[src/rtl/stage_act_pkg.sv]
// Shared types for the activation stage: sample format, activation modes, frame FSM states.
package stage_act_pkg;

  typedef struct packed {
    logic        sgn;
    logic [7:0]  exp;
    logic [22:0] man;
  } float_24_8;

  typedef enum logic [1:0] {
    ACT_PASS  = 2'b00,
    ACT_RELU  = 2'b01,
    ACT_LEAKY = 2'b10
  } act_mode_t;

  typedef enum logic {
    ST_IDLE,
    ST_RUN
  } frame_state_t;

  localparam logic [7:0] FLT_EXP_MAX = 8'hFF;
  localparam int unsigned ACT_FIFO_W = 33;

endpackage

[src/rtl/stage_act_fifo.sv]
// Synchronous FIFO of DEPTH entries; head entry and occupancy come straight from registers.
module stage_act_fifo #(
  parameter int unsigned DEPTH = 4,
  parameter int unsigned W     = 33
) (
  input  logic                       clk,
  input  logic                       reset,
  input  logic                       push,
  input  logic [W-1:0]               din,
  input  logic                       pop,
  output logic [W-1:0]               dout,
  output logic [$clog2(DEPTH):0]     count
);

  localparam int unsigned AW = $clog2(DEPTH);

  logic [W-1:0]  mem [DEPTH];
  logic [AW-1:0] wr_ptr;
  logic [AW-1:0] rd_ptr;

  always_ff @(posedge clk or posedge reset) begin
    if (reset) begin
      for (int unsigned i = 0; i < DEPTH; i++) mem[i] <= '0;
      wr_ptr <= '0;
      rd_ptr <= '0;
      count  <= '0;
    end else begin
      if (push) begin
        mem[wr_ptr] <= din;
        wr_ptr      <= wr_ptr + 1'b1;
      end
      if (pop) rd_ptr <= rd_ptr + 1'b1;
      case ({push, pop})
        2'b10:   count <= count + 1'b1;
        2'b01:   count <= count - 1'b1;
        default: count <= count;
      endcase
    end
  end

  assign dout = mem[rd_ptr];

endmodule

[src/rtl/stage_act.sv]
// Activation stage: pass / ReLU / leaky ReLU on float_24_8 samples, frame tracking, output FIFO.
module stage_act
  import stage_act_pkg::*;
#(
  parameter int unsigned DEPTH = 4,
  parameter int unsigned LEN_W = 8
) (
  input  logic             clk,
  input  logic             reset,
  input  logic [31:0]      data_in,
  input  logic             data_in_fst,
  input  logic             data_in_vld,
  output logic             data_in_rdy,
  input  logic [1:0]       mode,
  input  logic [3:0]       leak_shift,
  input  logic [LEN_W-1:0] frame_length,
  output logic [31:0]      data_out,
  output logic             data_out_fst,
  output logic             data_out_vld,
  input  logic             data_out_rdy,
  output logic             frame_done,
  output logic             frame_err
);

  localparam int unsigned CW = $clog2(DEPTH) + 1;

  logic                  accept;
  logic                  push;
  logic                  pop;
  logic                  p1_load;
  logic                  p1_vld;
  logic                  p1_fst;
  float_24_8             p1_data;
  float_24_8             din_f;
  float_24_8             act_f;
  logic [ACT_FIFO_W-1:0] fifo_dout;
  logic [CW-1:0]         fifo_count;
  logic [CW:0]           occupancy;

  frame_state_t          state, state_n;
  logic [LEN_W-1:0]      cnt, cnt_n;
  logic [LEN_W-1:0]      len_eff;
  logic [LEN_W:0]        cnt_inc;
  logic                  done_n;
  logic                  err_n;

  assign accept       = data_in_vld && data_in_rdy;
  assign data_out_vld = (fifo_count != '0);
  assign pop          = data_out_vld && data_out_rdy;
  assign push         = p1_vld && ((fifo_count < CW'(DEPTH)) || pop);
  assign p1_load      = !p1_vld || push;
  assign data_out     = fifo_dout[31:0];
  assign data_out_fst = fifo_dout[32];

  assign din_f = data_in;

  always_comb begin
    act_f = din_f;
    if (din_f.sgn && (din_f.exp != FLT_EXP_MAX)) begin
      case (act_mode_t'(mode))
        ACT_RELU: act_f = '0;
        ACT_LEAKY: begin
          if (leak_shift != '0) begin
            if (din_f.exp > {4'b0000, leak_shift}) act_f.exp = din_f.exp - {4'b0000, leak_shift};
            else                                   act_f     = '0;
          end
        end
        default: act_f = din_f;
      endcase
    end
  end

  // P1 only advances when its current beat can enter the FIFO this cycle.
  always_ff @(posedge clk or posedge reset) begin
    if (reset) begin
      p1_vld  <= 1'b0;
      p1_fst  <= 1'b0;
      p1_data <= '0;
    end else if (p1_load) begin
      p1_vld <= accept;
      if (accept) begin
        p1_data <= act_f;
        p1_fst  <= data_in_fst;
      end
    end
  end

  // One-cycle-late ready is safe: P1 absorbs the single extra beat this allows.
  assign occupancy = {1'b0, fifo_count} + (CW+1)'(p1_vld);

  always_ff @(posedge clk or posedge reset) begin
    if (reset) data_in_rdy <= 1'b0;
    else       data_in_rdy <= (occupancy < (CW+1)'(DEPTH));
  end

  stage_act_fifo #(
    .DEPTH (DEPTH),
    .W     (ACT_FIFO_W)
  ) u_fifo (
    .clk   (clk),
    .reset (reset),
    .push  (push),
    .din   ({p1_fst, p1_data}),
    .pop   (pop),
    .dout  (fifo_dout),
    .count (fifo_count)
  );

  assign len_eff = (frame_length == '0) ? LEN_W'(1) : frame_length;
  assign cnt_inc = {1'b0, cnt} + 1'b1;

  always_comb begin
    state_n = state;
    cnt_n   = cnt;
    done_n  = 1'b0;
    err_n   = frame_err;
    if (accept) begin
      if (data_in_fst) begin
        if (state == ST_RUN) err_n = 1'b1;
        if (len_eff == LEN_W'(1)) begin
          done_n  = 1'b1;
          state_n = ST_IDLE;
          cnt_n   = '0;
        end else begin
          state_n = ST_RUN;
          cnt_n   = LEN_W'(1);
        end
      end else if (state == ST_IDLE) begin
        err_n = 1'b1;
      end else if (cnt_inc == {1'b0, len_eff}) begin
        done_n  = 1'b1;
        state_n = ST_IDLE;
        cnt_n   = '0;
      end else begin
        cnt_n = cnt_inc[LEN_W-1:0];
      end
    end
  end

  always_ff @(posedge clk or posedge reset) begin
    if (reset) state <= ST_IDLE;
    else       state <= state_n;
  end

  always_ff @(posedge clk or posedge reset) begin
    if (reset) begin
      cnt        <= '0;
      frame_done <= 1'b0;
      frame_err  <= 1'b0;
    end else begin
      cnt        <= cnt_n;
      frame_done <= done_n;
      frame_err  <= err_n;
    end
  end

endmodule

[config.mk]
export PLATFORM = sky130hd
export DESIGN_NAME = stage_act
export DESIGN_NICKNAME = d
export VERILOG_FILES = /design/src/rtl/stage_act_pkg.sv /design/src/rtl/stage_act_fifo.sv /design/src/rtl/stage_act.sv
export SDC_FILE = /design/constraint.sdc
export NUM_CORES = 1
export LEC_CHECK = 0
export ABC_AREA = 1
export BUFFER_PORTS_ARGS = -buffer_cell sky130_fd_sc_hd__buf_2
export CELL_PAD_IN_SITES_DETAIL_PLACEMENT = 0
export CELL_PAD_IN_SITES_GLOBAL_PLACEMENT = 2
export CORE_AREA = 2 2 153 155
export DETAILED_ROUTE_END_ITERATION = 6
export DIE_AREA = 0 0 155 157
export PLACE_DENSITY_LB_ADDON = 0.05
export SETUP_SLACK_MARGIN = 0.3
export SYNTH_ARGS = -nofsm -noshare
export SYNTH_HDL_FRONTEND = slang
export SYNTH_SLANG_ARGS = --single-unit
[constraint.sdc]
create_clock -name clk -period 10.25 [get_ports clk]
set_input_delay 1.5375 -clock clk [delete_from_list [all_inputs] [get_ports clk]]
set_output_delay 1.5375 -clock clk [all_outputs]
set_load 0.05 [all_outputs]
[Word level (Yosys, flattened, before mapping)]
Cells that the tools add are included.
Operators by class
  $add $sub $neg: 7
  magnitude comparators: 6
  equal/unequal tests: 9
  muxes and demuxes: 30
  bitwise logic cells: 2
  reduce and logical (&&, ||, !) cells: 16
Operators by type and width (number)
  $bwmux W132: 1
  $mux W33: 3
  $bmux W33 S2: 1
  $demux W33 S2: 1
  $mux W32: 2
  $pmux W32 S2: 1
  $mux W8: 5
  $mux W23: 1
  $mux W1: 14
  $add A8 B1 Y9 const B: 1
  $eq A9 B8 Y1: 1
  $eq A8 B1 Y1 const B: 1
  $gt A8 B4 Y1: 1
  $logic_not A8 Y1: 1
  $ne A8 B8 Y1 const B: 1
  $sub A8 B4 Y8: 1
  $ge A3 B3 Y1 const B: 2
  $not A2 Y3: 2
  $pmux W3 S2: 1
  $logic_and A1 B1 Y1: 5
  $add A2 B1 Y2 const B: 2
  $add A3 B1 Y4: 1
  $eq A2 B1 Y1 const B: 2
  $eq A2 B2 Y1 const B: 2
  14 further kinds: 17
Storage, ports and cells
  bits in registers: 185
  bits of input ports: 51
  output and inout port bits: 37
  word-level logic and storage cells: 87

[Depth between registers and ports, before layout]
Gate-level depths: netlist of the first run.
  word-level depth: 7
  gate-level depth with buffers: 13
  mapped depth without buffers: 12

[By module]
Synthesis of the first run repeated with hierarchy kept, for this count alone.
Second synthesis, totals
  cell total of the unflattened synthesis: 1114
  area total of the unflattened synthesis: 9267.6 um^2
By module, submodules not included
  stage_act_fifo: instances 1, cells an instance 754, area an instance 6631.4 um^2, seq. area each 3478.3 um^2
  stage_act: instances 1, cells an instance 360, area an instance 2636.3 um^2, seq. area each 1151.1 um^2

[Worst setup path after synthesis of the first run]
OpenSTA, ideal clock, no wires.
  kind: register -> output
  start point: register u_fifo.rd_ptr[0]
  end point: output data_out[10]
  data arrival time: 1.859 ns
  required time: 8.713 ns
  slack: 6.853 ns
  cell stages (with the launch flop): 6
  buffers on the path: 2
  cell sequence: dfrtp_1 -> inv_1 -> clkbuf_1 -> clkbuf_1 -> nor2_1 -> o22ai_1
On the way
  word-level cells in the longest chain between the ends: 4
Ends and longest elaborated chain
  from (decl): line stage_act_fifo.sv:19  | logic [AW-1:0] rd_ptr;
  from (signal assigned): line stage_act_fifo.sv:32  | if (pop) rd_ptr <= rd_ptr + 1'b1;
  $not A2 Y3 (not written as such): line stage_act_fifo.sv:41  | assign dout = mem[rd_ptr];
  $bmux W33 S2: line stage_act_fifo.sv:41
  $mux W33 (not written as such) (2 in series): line stage_act_fifo.sv:41
  to (decl): line stage_act.sv:17  | output logic [31:0] data_out,
No other way between the ends. The select of a mux whose other input is x is not followed.

[Worst setup path in the final report of the first run]
  start point: register u_fifo.rd_ptr[0]
  end point: output data_out[30]
Same word-level chain as after synthesis.

==> impl.org, run 1 <==
** Status
- Result of the run :: finished clean

** Route
- Vias after detailed routing :: between 6,000 and 7,000
- The routed design has approximately 22,000 µm of wire.
- After detailed routing, the number of remaining DRC violations is 0.
- Once detail routing completed, the nets flagged for antenna violations numbered 0.
- The pre-antenna-repair detailed-routing pass consisted of 5 iterations.
- In this run, the number of DRC markers left after iteration 0 of detailed routing was between 300 and 400.
- In the final routed layout, each cell accounts on average for 15.9 µm.
- Drt via density :: 4.89

** Yosys
- Synth Area per Inst :: roughly 8.4 µm²
- Main flop type after synthesis :: sky130_fd_sc_hd__dfrtp_1
- Among all cell types in the netlist, the one instantiated most often is sky130_fd_sc_hd__o21ai_0.
- Yosys printed 0 warnings.
- Summing every instance area after synthesis gives 8490 µm².
- Synthesized netlist net count :: about 1,100
- After synthesis, the share of flip-flops with an asynchronous set or reset is 1.00.
- Ranked by instance count, the synthesized netlist is headed by sky130_fd_sc_hd__o21ai_0, sky130_fd_sc_hd__nand2_1, sky130_fd_sc_hd__dfrtp_1.
- Largest cells by area after synthesis :: sky130_fd_sc_hd__dfrtp_1, sky130_fd_sc_hd__o21ai_0, sky130_fd_sc_hd__nand2_1, sky130_fd_sc_hd__nor2_1, sky130_fd_sc_hd__inv_1
- Largest area contributor in the netlist :: sky130_fd_sc_hd__dfrtp_1
- The number of different library cells used by synthesis comes to 30.
- Share of Yosys cell area claimed by the top area cell type :: 0.545
- Count of flip-flops with a built-in enable after synthesis :: 0
- Number of register bits inferred by synthesis :: around 190
- Sequential share of the synthesized area :: 0.545
- Synthesis produced a netlist whose cell count is about 1,000.

** Power and ir drop
- Of the total power, the share spent switching nets is 0.477.
- For this design the ratio of total power to cell area is 351 nW/µm².
- Net switching power of the design :: around 0.0016 W
- Combinational share of power :: 0.465
- Of the total power, the clock network draws 0.182.
- Internal power comes to roughly 0.0018 W.
- Power share of the sequential group :: 0.353
- Peak supply drop :: between 100 and 150 µV
- The design draws between 0.003 and 0.004 W.
- For this design the static power due to leakage is approximately 4.6 nW.

** Clock network
- Level count of the clock H-tree :: 4
- Buffers inserted to repair hold after CTS numbered 0.
- Insertion delay to the later sink of the worst-skew pair :: between 0.4 and 0.5 ns
- After clock tree synthesis, the clock-pin slew on the worst setup and hold paths is 0.07 ns.
- In this run the deepest clock path goes through 2 buffers.
- After clock tree synthesis, the setup repair step added 0 buffers.
- TritonCTS clock tree :: yes
- TritonCTS created 17 clock buffers.
- Counting every sink on the clock net gives roughly 190.
- Clk root buf :: sky130_fd_sc_hd__clkbuf_16
- Once the clock tree was built, the resizer swapped 0 gates to a different size.

** Timing
- Dividing the final minimum period by the clock period gives 0.382.
- Setup Total Neg Slack :: 0 ns
- For the pin with the worst max-slew slack, the measured transition is 0.773 ns.
- For the final database, setup skew stands at roughly 0.0097 ns.
- Final-report setup violation count :: 0
- Remaining max-slew budget at the tightest pin :: 0.484
- Final Worst Setup Slack :: approximately 6.3 ns
- Minimum clock period after layout :: 3.91 ns
- The number of hold violations in the final report is 0.
- Number of max-slew violations in the final report :: 0
- Timing would allow up to ~260 MHz.
- Unrepaired setup endpoints after global routing :: no

** Cells and area
- In the final layout, the share of cells above drive strength 1 is 0.139.
- Fill cell total of the finished layout :: between 2,000 and 2,500
- In the final design database the tool counted roughly 1,100 nets.
- Post-synthesis to final-layout area growth :: 14.0%

** Critical path
- STA classifies the critical path endpoint as an output port.
- The critical path is of the reg2out type.
- Data on the critical path is required at its endpoint by a little under 9 ns.
- CP arrival :: 2.37 ns
- The worst register-to-register path has a depth of 9.
- Critical Path Start Type :: register
- Highest net fanout along the worst path :: 50

** Global routing
- Pin count of the biggest net entering global routing :: 82
- First-pass GRT wire length :: 35,400 µm
- Number of antenna violations at the first check in global routing :: 1
- Across every metal layer, demand over resource in global routing totals 0.186.
- Total congestion overflow after global routing :: 0
- Via count of the first global-routing pass :: approximately 6,500

** Place
- Port Buf Inserts :: 87
- Prior to clock tree synthesis, the placed netlist has a worst setup slack of around 6.5 ns.
- Detailed placement finished with a half-perimeter wire length of approximately 13,000 µm.
- Final RePlAce weighted congestion :: roughly 0.75

** Die
- The total area inside the core boundary comes to 22,500 µm².
- Die boundary height :: 157 µm
- Num ports :: 88
- The initial utilization of the core area, before any placement, comes to 0.377.
- The die covers 24,300 µm².
- The floorplan has 55 rows.
- Die Wd :: between 150 and 200 µm

** Min path
- Tightest Hold Check Type :: reg2reg
- Counting instances, the worst hold path has a depth of 1.

** Job
- Max-cap violations in this run came to 0.
-- power groups by stage --
| stage | clock [W] | combinational, W | sequential, W |
|---|---|---|---|
| floorplan | 0 | 0.00120 | 0.00118 |
| global route | 0.000662 | 0.00177 | 0.00124 |
| global placement | 0 | 0.00160 | 0.00120 |
| finish | 0.000617 | 0.00158 | 0.00120 |
| detailed placement | 0 | 0.00160 | 0.00121 |
| CTS | 0.000632 | 0.00161 | 0.00120 |
-- stage by stage --
step	area, µm²	util	hold slack (ns)	instances
2_1_floorplan	8490	-	0.446	1006
3_3_place_gp	9130	0.406	0.461	1336
3_5_place_dp	9130	0.406	0.464	1336
4_1_cts	9670	0.430	0.478	1368
5_1_grt	9670	0.430	0.492	1368
6_report	9680	0.430	0.471	1369
-- critical path: stages, from the launching register on --
cell and delay (ns):
sky130_fd_sc_hd__dfrtp_2 0.41, sky130_fd_sc_hd__inv_2 0.26, sky130_fd_sc_hd__buf_4 0.55, sky130_fd_sc_hd__o21ai_0 0.14
sky130_fd_sc_hd__o22ai_1 0.25, sky130_fd_sc_hd__buf_2 0.32
-- layout make-up --
type                       count  area [µm²]  area share
sequential                   185        4630       0.479
multi-input combinational    683        3300       0.341
timing repair buffer          98         518      0.0535
clock buffer                  18         429      0.0443
tap                          285         357      0.0369
inverter                      85         324      0.0335
clock inverter                14         115      0.0119
antenna                        1        2.50    0.000259
-- worst paths after layout --
path	start	end	slack, ns
max	u_fifo.rd_ptr[0]$_DFFE_PP0P_	data_out[30]	6.34
min	frame_err$_DFFE_PP0P_	frame_err$_DFFE_PP0P_	0.47
max reg2reg	u_fifo.count[2]$_DFFE_PP0P_	p1_data[23]$_DFFE_PP0P_	8.04
min reg2reg	frame_err$_DFFE_PP0P_	frame_err$_DFFE_PP0P_	0.47
max in group asynchronous	reset	u_fifo.rd_ptr[0]$_DFFE_PP0P_	7.67
min in group asynchronous	reset	u_fifo.mem[14]$_DFFE_PP0P_	1.24
-- logic make-up after synthesis --
group                      after synthesis  synth area share
DFF                                    185             0.545
AOI/OAI and AO/OA                      292             0.180
xor gates and xnor gates                 9           0.00929
adders and majority gates               14            0.0224
and+or+nand+nor                        368             0.176
buffers and inverters                  138            0.0669
-- metal layers --
metal	share of wire	GRT usage
met5	0	0
met2	0.46	0.296
met1	0.50	0.267
met4	0.0063	0.0397
met3	0.032	0.0350
-- registers in the layout, summed over array words and instances, names as in the netlist --
register and cells:
u_fifo.count 3, u_fifo.wr_ptr 2, u_fifo.mem 132, frame_done 1
state 1, u_fifo.rd_ptr 2, data_in_rdy 1, frame_err 1
cnt 8, p1_vld 1, p1_fst 1, p1_data 32
-- cells in the final DEF, fill, tap and decap left out --
cell	instances
sky130_fd_sc_hd__diode_2	1
sky130_fd_sc_hd__inv_1	82
sky130_fd_sc_hd__clkbuf_16	17
sky130_fd_sc_hd__xnor2_1	3
sky130_fd_sc_hd__clkinv_4	1
sky130_fd_sc_hd__a21boi_2	1
sky130_fd_sc_hd__dfrtp_1	184
sky130_fd_sc_hd__o31ai_1	1
sky130_fd_sc_hd__a21oi_1	5
sky130_fd_sc_hd__nand3_1	28
sky130_fd_sc_hd__inv_2	2
sky130_fd_sc_hd__nor2_1	90
sky130_fd_sc_hd__buf_2	87
sky130_fd_sc_hd__or2_2	1
sky130_fd_sc_hd__nor2_4	2
sky130_fd_sc_hd__o21ai_0	239
sky130_fd_sc_hd__nor3_1	3
sky130_fd_sc_hd__clkinvlp_4	8
sky130_fd_sc_hd__dfrtp_2	1
sky130_fd_sc_hd__nand3_2	3
sky130_fd_sc_hd__xor2_1	6
sky130_fd_sc_hd__clkbuf_1	1
sky130_fd_sc_hd__nand4_1	4
sky130_fd_sc_hd__o21bai_1	1
sky130_fd_sc_hd__inv_8	1
sky130_fd_sc_hd__nand3b_1	3
sky130_fd_sc_hd__nand2_2	7
sky130_fd_sc_hd__o22ai_1	41
sky130_fd_sc_hd__buf_4	11
sky130_fd_sc_hd__nand2_1	222
sky130_fd_sc_hd__ha_1	12
sky130_fd_sc_hd__or2_1	1
sky130_fd_sc_hd__inv_6	5
sky130_fd_sc_hd__o21ai_1	4
sky130_fd_sc_hd__nor2_2	4
sky130_fd_sc_hd__fa_1	2
No activity file was read; power rests on OpenSTA's default activity.
==> run 2: changes to the inputs <==
CORE_AREA = 2 2 157 159   (was 2 2 153 155)
DIE_AREA = 0 0 159 161   (was 0 0 155 157)
clock period = 3.6 ns   (was 10.25 ns; I/O delays follow)
==> impl.org, run 2 (synthesis gave the netlist of run 1 again) <==
** Cells and area
- The leading cell type in the layout, fill and taps excluded is sky130_fd_sc_hd__o21ai_0 (unchanged).
- Register area :: 4630 µm² (unchanged)
- Fill cell total of the finished layout :: 2,557 (was 2,314)
- The area of all placed cells without fillers is 9860 µm² (was 9680 µm²).
- Largest registers in the final layout :: u_fifo.mem (132), p1_data (32), cnt (8) (unchanged)
- Register bank with the most flops :: u_fifo.mem (unchanged)
- Largest register FFs :: 132 (unchanged)
- Area of combinational cells with multiple inputs :: 3300 µm² (unchanged)
- Share of post-route cells with drive strength above 1 :: 0.147 (was 0.139)
- The area growth from synthesis to layout came to 16.1% (was 14.0%).
- The layout net count is 1,143 (was 1,135).
- Most used cells in the layout excluding fill and tap cells :: sky130_fd_sc_hd__o21ai_0, sky130_fd_sc_hd__nand2_1, sky130_fd_sc_hd__dfrtp_1 (unchanged)

** Critical path
- The worst endpoint required time came to 3.06 ns (was 8.71 ns).
- Critical Path Start Type :: register (unchanged)
- Cell family with most CP delay :: buffers and inverters (unchanged)
- Worst path bufs/invs :: 3 (unchanged)
- Critical-path cell list :: inv_1, buf_4, o21ai_0, o22ai_1, buf_2 (was inv_2, buf_4, o21ai_0, o22ai_1, buf_2)
- CP Capture Type :: output port (unchanged)
- The peak per-stage delay on the critical path is 0.72 ns (was 0.55 ns).
- The cell with the largest stage delay on the worst path is sky130_fd_sc_hd__dfrtp_1 (was sky130_fd_sc_hd__buf_4).
- CP arrival :: 2.31 ns (was 2.37 ns)
- Setup CP Type :: reg2out (unchanged)
- Highest net fanout along the worst path :: 19 (was 50)

** Route
- The average routed wire per standard cell came to 15.7 µm (was 15.9 µm).
- Vias after detailed routing :: 6,846 (was 6,693)
- Starting DRT DRC Count :: 403 (was 380)
- First-pass DRT Iterations :: 5 (unchanged)
- Sum of routed wire length over all layers :: 22,200 µm (was 21,700 µm)
- The count of nets left with antenna violations after detail routing was 0 (unchanged).
- Drt via density :: 4.83 (was 4.89)
- # DRC :: 0 (unchanged)

** Global routing
- The global-route usage over all layers is 0.181 (was 0.186).
- First-pass GRT wire length :: 36,600 µm (was 35,400 µm)
- The sum of overflow across all layers after global routing was 0 (unchanged).
- Number of antenna violations at the first check in global routing :: 2 (was 1)
- The pin count of the biggest net entering global routing is 72 (was 82).
- Via count of the first global-routing pass :: 6,719 (was 6,496)

** Clock network
- Post-CTS sizing :: 0 (unchanged)
- The clock tree from TritonCTS is yes (unchanged).
- The number of buffers created by CTS came to 17 (unchanged).
- Quantity of hold-fixing buffers added after cts :: 0 (unchanged)
- The clock sink total came to 185 (unchanged).
- Clock transition at the register clock pins on the worst setup and hold paths after CTS :: 0.08 ns (was 0.07 ns)
- Level count of the clock H-tree :: 4 (unchanged)
- The CTS root buffer is sky130_fd_sc_hd__clkbuf_16 (unchanged).
- The worst-skew pair later-pin latency was 0.44 ns (was 0.43 ns).
- Clk buf depth :: 2 (unchanged)
- The buffers inserted during post-CTS setup optimization is 0 (unchanged).

** Timing
- The normalized max-slew margin is 0.424 (was 0.484).
- Final-report setup violation count :: 0 (unchanged)
- The count of final max-slew check failures is 0 (unchanged).
- Final Worst Setup Slack :: 0.748 ns (was 6.34 ns)
- Period utilisation layout :: 0.792
- The clock tree skew after final layout was 0.0137 ns (was 0.00968 ns).
- Minimum clock period after layout :: about 2.9 ns
- Final hold viol count :: 0 (unchanged)
- Setup Total Neg Slack :: 0 ns (unchanged)
- Based on the critical path, the design can be clocked at up to approximately 350 MHz.
- Transition time at the pin with the least slew margin :: 0.864 ns (was 0.773 ns)
- Unrepaired setup endpoints after global routing :: no (unchanged)

** Die
- Initial cell density of the core :: 0.354 (was 0.377)
- The die extent in y was 161 µm (was 157 µm).
- Die area :: 25,600 µm² (was 24,300 µm²)
- The standard-cell row count is 57 (was 55).
- Area of the core region :: 24,000 µm² (was 22,500 µm²)
- Die Wd :: 159 µm (was 155 µm)
- Num ports :: 88 (unchanged)

** Place
- Cell area after placement :: 9300 µm² (was 9130 µm²)
- Place WS :: 0.834 ns (was 6.50 ns)
- The number of port buffers was 87 (unchanged).
- Detail Placement HPWL :: 13,700 µm (was 13,200 µm)
- The routability congestion estimate is 0.758 (was 0.752).

** Power and ir drop
- The portion of total power attributed to the clock network is 0.184 (was 0.182).
- The switching portion of total power was 0.477 (about the same).
- Leakage power total :: 4.72 nW (was 4.63 nW)
- Internal power of the cells :: 0.00512 W (was 0.00177 W)
- The worst-case vdd ir drop was 360 µV (was 128 µV).
- The combinational share of power is 0.463 (was 0.465).
- Power density of the placed cells :: 993 nW/µm² (was 351 nW/µm²)
- Power share of the sequential group :: 0.353 (about the same)
- Net switching power of the design :: 0.00467 W (was 0.00162 W)

** Job
- The number of max-cap violations was 0 (unchanged).

** Min path
- Tightest Hold Check Type :: in2async (was reg2reg)

** Status
- Result of the run: finished clean (unchanged).
run 2: changes by cell type in the layout (fill, tap and decap cells not counted):
cell                         change
sky130_fd_sc_hd__clkinv_2        +1
sky130_fd_sc_hd__buf_12          +5
sky130_fd_sc_hd__inv_6           +2
sky130_fd_sc_hd__clkinvlp_4      -3
sky130_fd_sc_hd__inv_8           +1
sky130_fd_sc_hd__clkbuf_1        -1
sky130_fd_sc_hd__buf_4           +3
run 2: layout make-up:
cell class,count,area share
tap,324,0.0411
clock buffer,17,0.0432
multi-input combinational,683,0.335
inverter,85,0.0328
clock inverter,15,0.0129
antenna,1,0.000254
sequential,185,0.470
timing repair buffer,106,0.0650
run 2: layer usage:
layer	GRT usage	share of wire
met1	0.248	0.49
met2	0.294	0.46
met3	0.0321	0.033
met4	0.0533	0.015
met5	0	0.00032
run 2: metrics by stage:
stage               hold slack [ns]  power, W  instances  utilization
finish                        0.190   0.00979       1416        0.411
global route                  0.233    0.0106       1415        0.411
CTS                           0.213   0.00993       1415        0.411
detailed placement            0.461   0.00810       1383        0.388
global placement              0.459   0.00808       1383        0.388
floorplan                     0.446   0.00680       1006            -
run 2: final timing paths:
check | start | to | slack [ns] | cells past startpoint
max in group asynchronous | reset | u_fifo.mem[129]$_DFFE_PP0P_ | 2.60 | 3
worst min-delay path | reset | u_fifo.mem[113]$_DFFE_PP0P_ | 0.19 | 2
worst max-delay path | u_fifo.rd_ptr[1]$_DFFE_PP0P_ | data_out[25] | 0.75 | 5
worst max register to register | u_fifo.count[2]$_DFFE_PP0P_ | u_fifo.mem[44]$_DFFE_PP0P_ | 1.61 | 8
min in group clk | data_in[3] | p1_data[3]$_DFFE_PP0P_ | 0.31 | 3
worst min register to register | frame_err$_DFFE_PP0P_ | frame_err$_DFFE_PP0P_ | 0.47 | 1
run 2: power by group through the flow:
stage	Combinational, W	Sequential [W]	Clock [W]
global placement	0.00462	0.00346	0
CTS	0.00462	0.00345	0.00186
global route	0.00506	0.00357	0.00195
finish	0.00454	0.00345	0.00180
floorplan	0.00343	0.00337	0
detailed placement	0.00462	0.00349	0
==> run 3: changes to the inputs <==
clock period = 2.7 ns   (was 3.6 ns; I/O delays follow)
==> impl.org, run 3 (synthesis gave the netlist of run 1 again) <==
** Die
- Die boundary height :: 161 µm (unchanged)
- The horizontal die dimension came to 159 µm (unchanged).
- The number of placed I/O pins was 88 (unchanged).
- Count of standard-cell rows :: 57 (unchanged)
- The placeable core region is 24,000 µm² (unchanged).
- The area of the die came to 25,600 µm² (unchanged).
- The initial core utilization was 0.354 (unchanged).

** Critical path
- The timing endpoint of the critical path is data_out[20] (was data_out[25]).
- Cell depth of the worst flop-to-flop path :: 11 (was 8)
- Required time at the worst-slack endpoint :: 2.30 ns (was 3.06 ns)
- The critical path data arrival time was 1.95 ns (was 2.31 ns).
- Timing startpoint of the critical path :: u_fifo.rd_ptr[0]$_DFFE_PP0P_ (was u_fifo.rd_ptr[1]$_DFFE_PP0P_)
- The startpoint of the worst-slack reg-to-reg timing path is cnt[0]$_DFFE_PP0P_ (was u_fifo.count[2]$_DFFE_PP0P_).
- Worst R2R Setup Slack :: 0.72 ns (was 1.61 ns)
- Slowest CP cell :: sky130_fd_sc_hd__dfrtp_4 (was sky130_fd_sc_hd__dfrtp_1)
- The category of the most critical setup path is reg2out (unchanged).
- CP Capture Type :: output port (unchanged)
- The peak per-stage delay on the critical path was 0.58 ns (was 0.72 ns).
- The end of the worst register-to-register path is frame_done$_DFF_PP0_ (was u_fifo.mem[44]$_DFFE_PP0P_).
- The largest fanout of any net on the critical path is 23 (was 19).
- Critical-path cell list :: inv_4, buf_12, o21ai_0, o22ai_1, buf_4 (was inv_1, buf_4, o21ai_0, o22ai_1, buf_2)
- The startpoint type of the worst setup path was a register (unchanged).

** Place
- The number of port buffers is 87 (unchanged).
- Placed insts :: 1,387 (was 1,383)
- Detail Placement HPWL :: 14,000 µm (was 13,700 µm)
- Final RePlAce weighted congestion :: 0.773 (was 0.758)

** Power and ir drop
- Combinational share of power :: 0.476 (was 0.463)
- Net switching power of the design :: 0.00635 W (was 0.00467 W)
- Clock share of power :: 0.185 (was 0.184)
- Overall Power :: 0.0136 W (was 0.00979 W)
- The sequential cell fraction of total power was 0.339 (was 0.353).
- Switching share of power :: 0.468 (was 0.477)
- The cell-internal power is 0.00720 W (was 0.00512 W).
- The cell area power density came to 1340 nW/µm² (was 993 nW/µm²).
- Leakage power total :: 4.83 nW (was 4.72 nW)
- The worst-case vdd ir drop is 526 µV (was 360 µV).

** Cells and area
- The total inserted antenna cells was 0 (was 1).
- Share of post-route cells with drive strength above 1 :: 0.156 (was 0.147)
- Largest registers in the final layout :: u_fifo.mem (132), p1_data (32), cnt (8) (unchanged)
- Most frequent standard cell in the layout excluding fill and tap cells :: sky130_fd_sc_hd__o21ai_0 (unchanged)
- Most used cells in the layout excluding fill and tap cells :: sky130_fd_sc_hd__o21ai_0, sky130_fd_sc_hd__nand2_1, sky130_fd_sc_hd__dfrtp_1 (unchanged)
- The area growth from synthesis to layout is 18.9% (was 16.1%).
- The flip-flop count of the largest register, all copies and words added came to 132 (unchanged).
- The layout net count is 1,149 (was 1,143).
- The number of non-filler instances in the completed layout came to 1,421 (was 1,416).
- Register bank with the most flops :: u_fifo.mem (unchanged)

** Job
- Max Cap Violations :: 0 (unchanged)

** Clock network
- The clock sink total came to 185 (unchanged).
- The clock tree from TritonCTS is yes (unchanged).
- The hold-fix buffer count after cts was 0 (unchanged).
- Number of buffers created by CTS :: 17 (unchanged)
- Level count of the clock H-tree :: 4 (unchanged)
- The CTS root buffer was sky130_fd_sc_hd__clkbuf_16 (unchanged).
- The clock transition at the registers of the reported paths is 0.08 ns (about the same).
- The maximum buffer depth of the clock tree was 2 (unchanged).
- The worst-skew pair later-pin latency is 0.43 ns (was 0.44 ns).

** Global routing
- Number of antenna violations at the first check in global routing :: 0 (was 2)
- Via count of the first global-routing pass :: 6,842 (was 6,719)
- Combined global-route utilization of all metal layers :: 0.181 (about the same)
- Pin count of the biggest net entering global routing :: 67 (was 72)
- The sum of overflow across all layers after global routing is 0 (unchanged).
- First-pass GRT wire length :: 36,600 µm (about the same)

** Timing
- Of the available clock period, the critical path in the final layout requires 0.870.
- Unrepaired setup endpoints after global routing :: no (unchanged)
- Final worst clock skew :: 0.0107 ns (was 0.0137 ns)
- Static timing analysis puts the maximum clock frequency at between 400 and 500 MHz.
- The normalized max-slew margin came to 0.655 (was 0.424).
- Subtracting the final worst setup slack from the clock period gives about 2.4 ns.
- Transition time at the pin with the least slew margin :: 0.516 ns (was 0.864 ns)
- Number of max-slew violations in the final report :: 0 (unchanged)
- The number of hold violations in the final report came to 0 (unchanged).
- Final-report setup violation count :: 0 (unchanged)

** Route
- The number of optimization iterations in the first detailed-route pass came to 5 (unchanged).
- # DRC :: 0 (unchanged)
- The violation count after the first detailed-routing iteration came to 430 (was 403).
- Routed WL per cell :: 16.0 µm (was 15.7 µm)
- The average via count per standard cell was 4.83 (about the same).
- The count of nets left with antenna violations after detail routing came to 0 (unchanged).
- Vias after detailed routing :: 6,864 (was 6,846)
- The total wirelength of the detailed-routed design came to 22,700 µm (was 22,200 µm).

** Min path
- The type of the tightest min-delay check is in2async (unchanged).

** Status
- Result of the run :: finished clean (unchanged)
run 3: cell count changes in the layout (fill, tap and decap cells not counted), moves of 2 or more:
cell / delta
sky130_fd_sc_hd__clkinvlp_4: -3
sky130_fd_sc_hd__buf_12: +6
sky130_fd_sc_hd__buf_4: +10
sky130_fd_sc_hd__clkinv_4: +2
sky130_fd_sc_hd__o22ai_1: -5
sky130_fd_sc_hd__buf_2: -13
sky130_fd_sc_hd__o22ai_2: +5
run 3: how the worst min path moves through the flow:
stage,end,slack [ns],cells past startpoint
finish,p1_data[12]$_DFFE_PP0P_,0.006,2
floorplan,u_fifo.count[0]$_DFFE_PP0P_,0.45,1
CTS,u_fifo.mem[113]$_DFFE_PP0P_,0.003,2
global route,u_fifo.mem[113]$_DFFE_PP0P_,0.02,2
detailed placement,frame_err$_DFFE_PP0P_,0.46,1
global placement,frame_err$_DFFE_PP0P_,0.46,1
run 3: routing by layer:
layer	track usage	up-vias	routed length (µm)
met5	0	-	0
met3	0.0318	12	691
met1	0.253	3265	11300
li1	-	3474	-
met4	0.0401	0	192
met2	0.297	113	10500
run 3: area by class of cell:
class	instances	area (µm²)
fillers	2514	13900
flip-flops and latches	185	4630
inverters	85	325
well taps	324	405
clock inverters	15	155
multi-input cells	683	3330
repair buffers	112	815
clock buffers	17	425
run 3: power groups by stage:
stage | Sequential [W] | Clock, W | Combinational (W)
after detailed placement | 0.00465 | 0 | 0.00625
after global placement | 0.00464 | 0 | 0.00622
final | 0.00459 | 0.00250 | 0.00646
after CTS | 0.00459 | 0.00257 | 0.00645
after floorplan | 0.00449 | 0 | 0.00457
after global routing | 0.00474 | 0.00270 | 0.00718
run 3: stage by stage:
stage / setup TNS, ns / worst slack (ns) / utilization / hold slack, ns / instance area, µm²
after global placement: 0 / 0.454 / 0.392 / 0.457 / 9390
after detailed placement: 0 / 0.409 / 0.392 / 0.463 / 9390
after floorplan: -15.45 / -0.0835 / - / 0.446 / 8490
after CTS: 0 / 0.297 / 0.419 / 0.00317 / 10000
final: 0 / 0.350 / 0.421 / 0.00618 / 10100
after global routing: 0 / 0.309 / 0.421 / 0.0189 / 10100
run 3: worst max-delay path: cells and delay by family, from the launching register on:
family / cells / cell delay (ns)
buffers and inverters: 3 / 0.57
AOI/OAI and AO/OA: 2 / 0.36
DFF: 1 / 0.58
run 3: what timing repair did:
| item | CTS | global route |
|---|---|---|
| pin swaps | 2 | 2 |
| cloned | 0 | 1 |
| setup buffers | 1 | 0 |
| endpoints found under the setup margin | 22 | 21 |
| gates resized for setup | 16 | 9 |
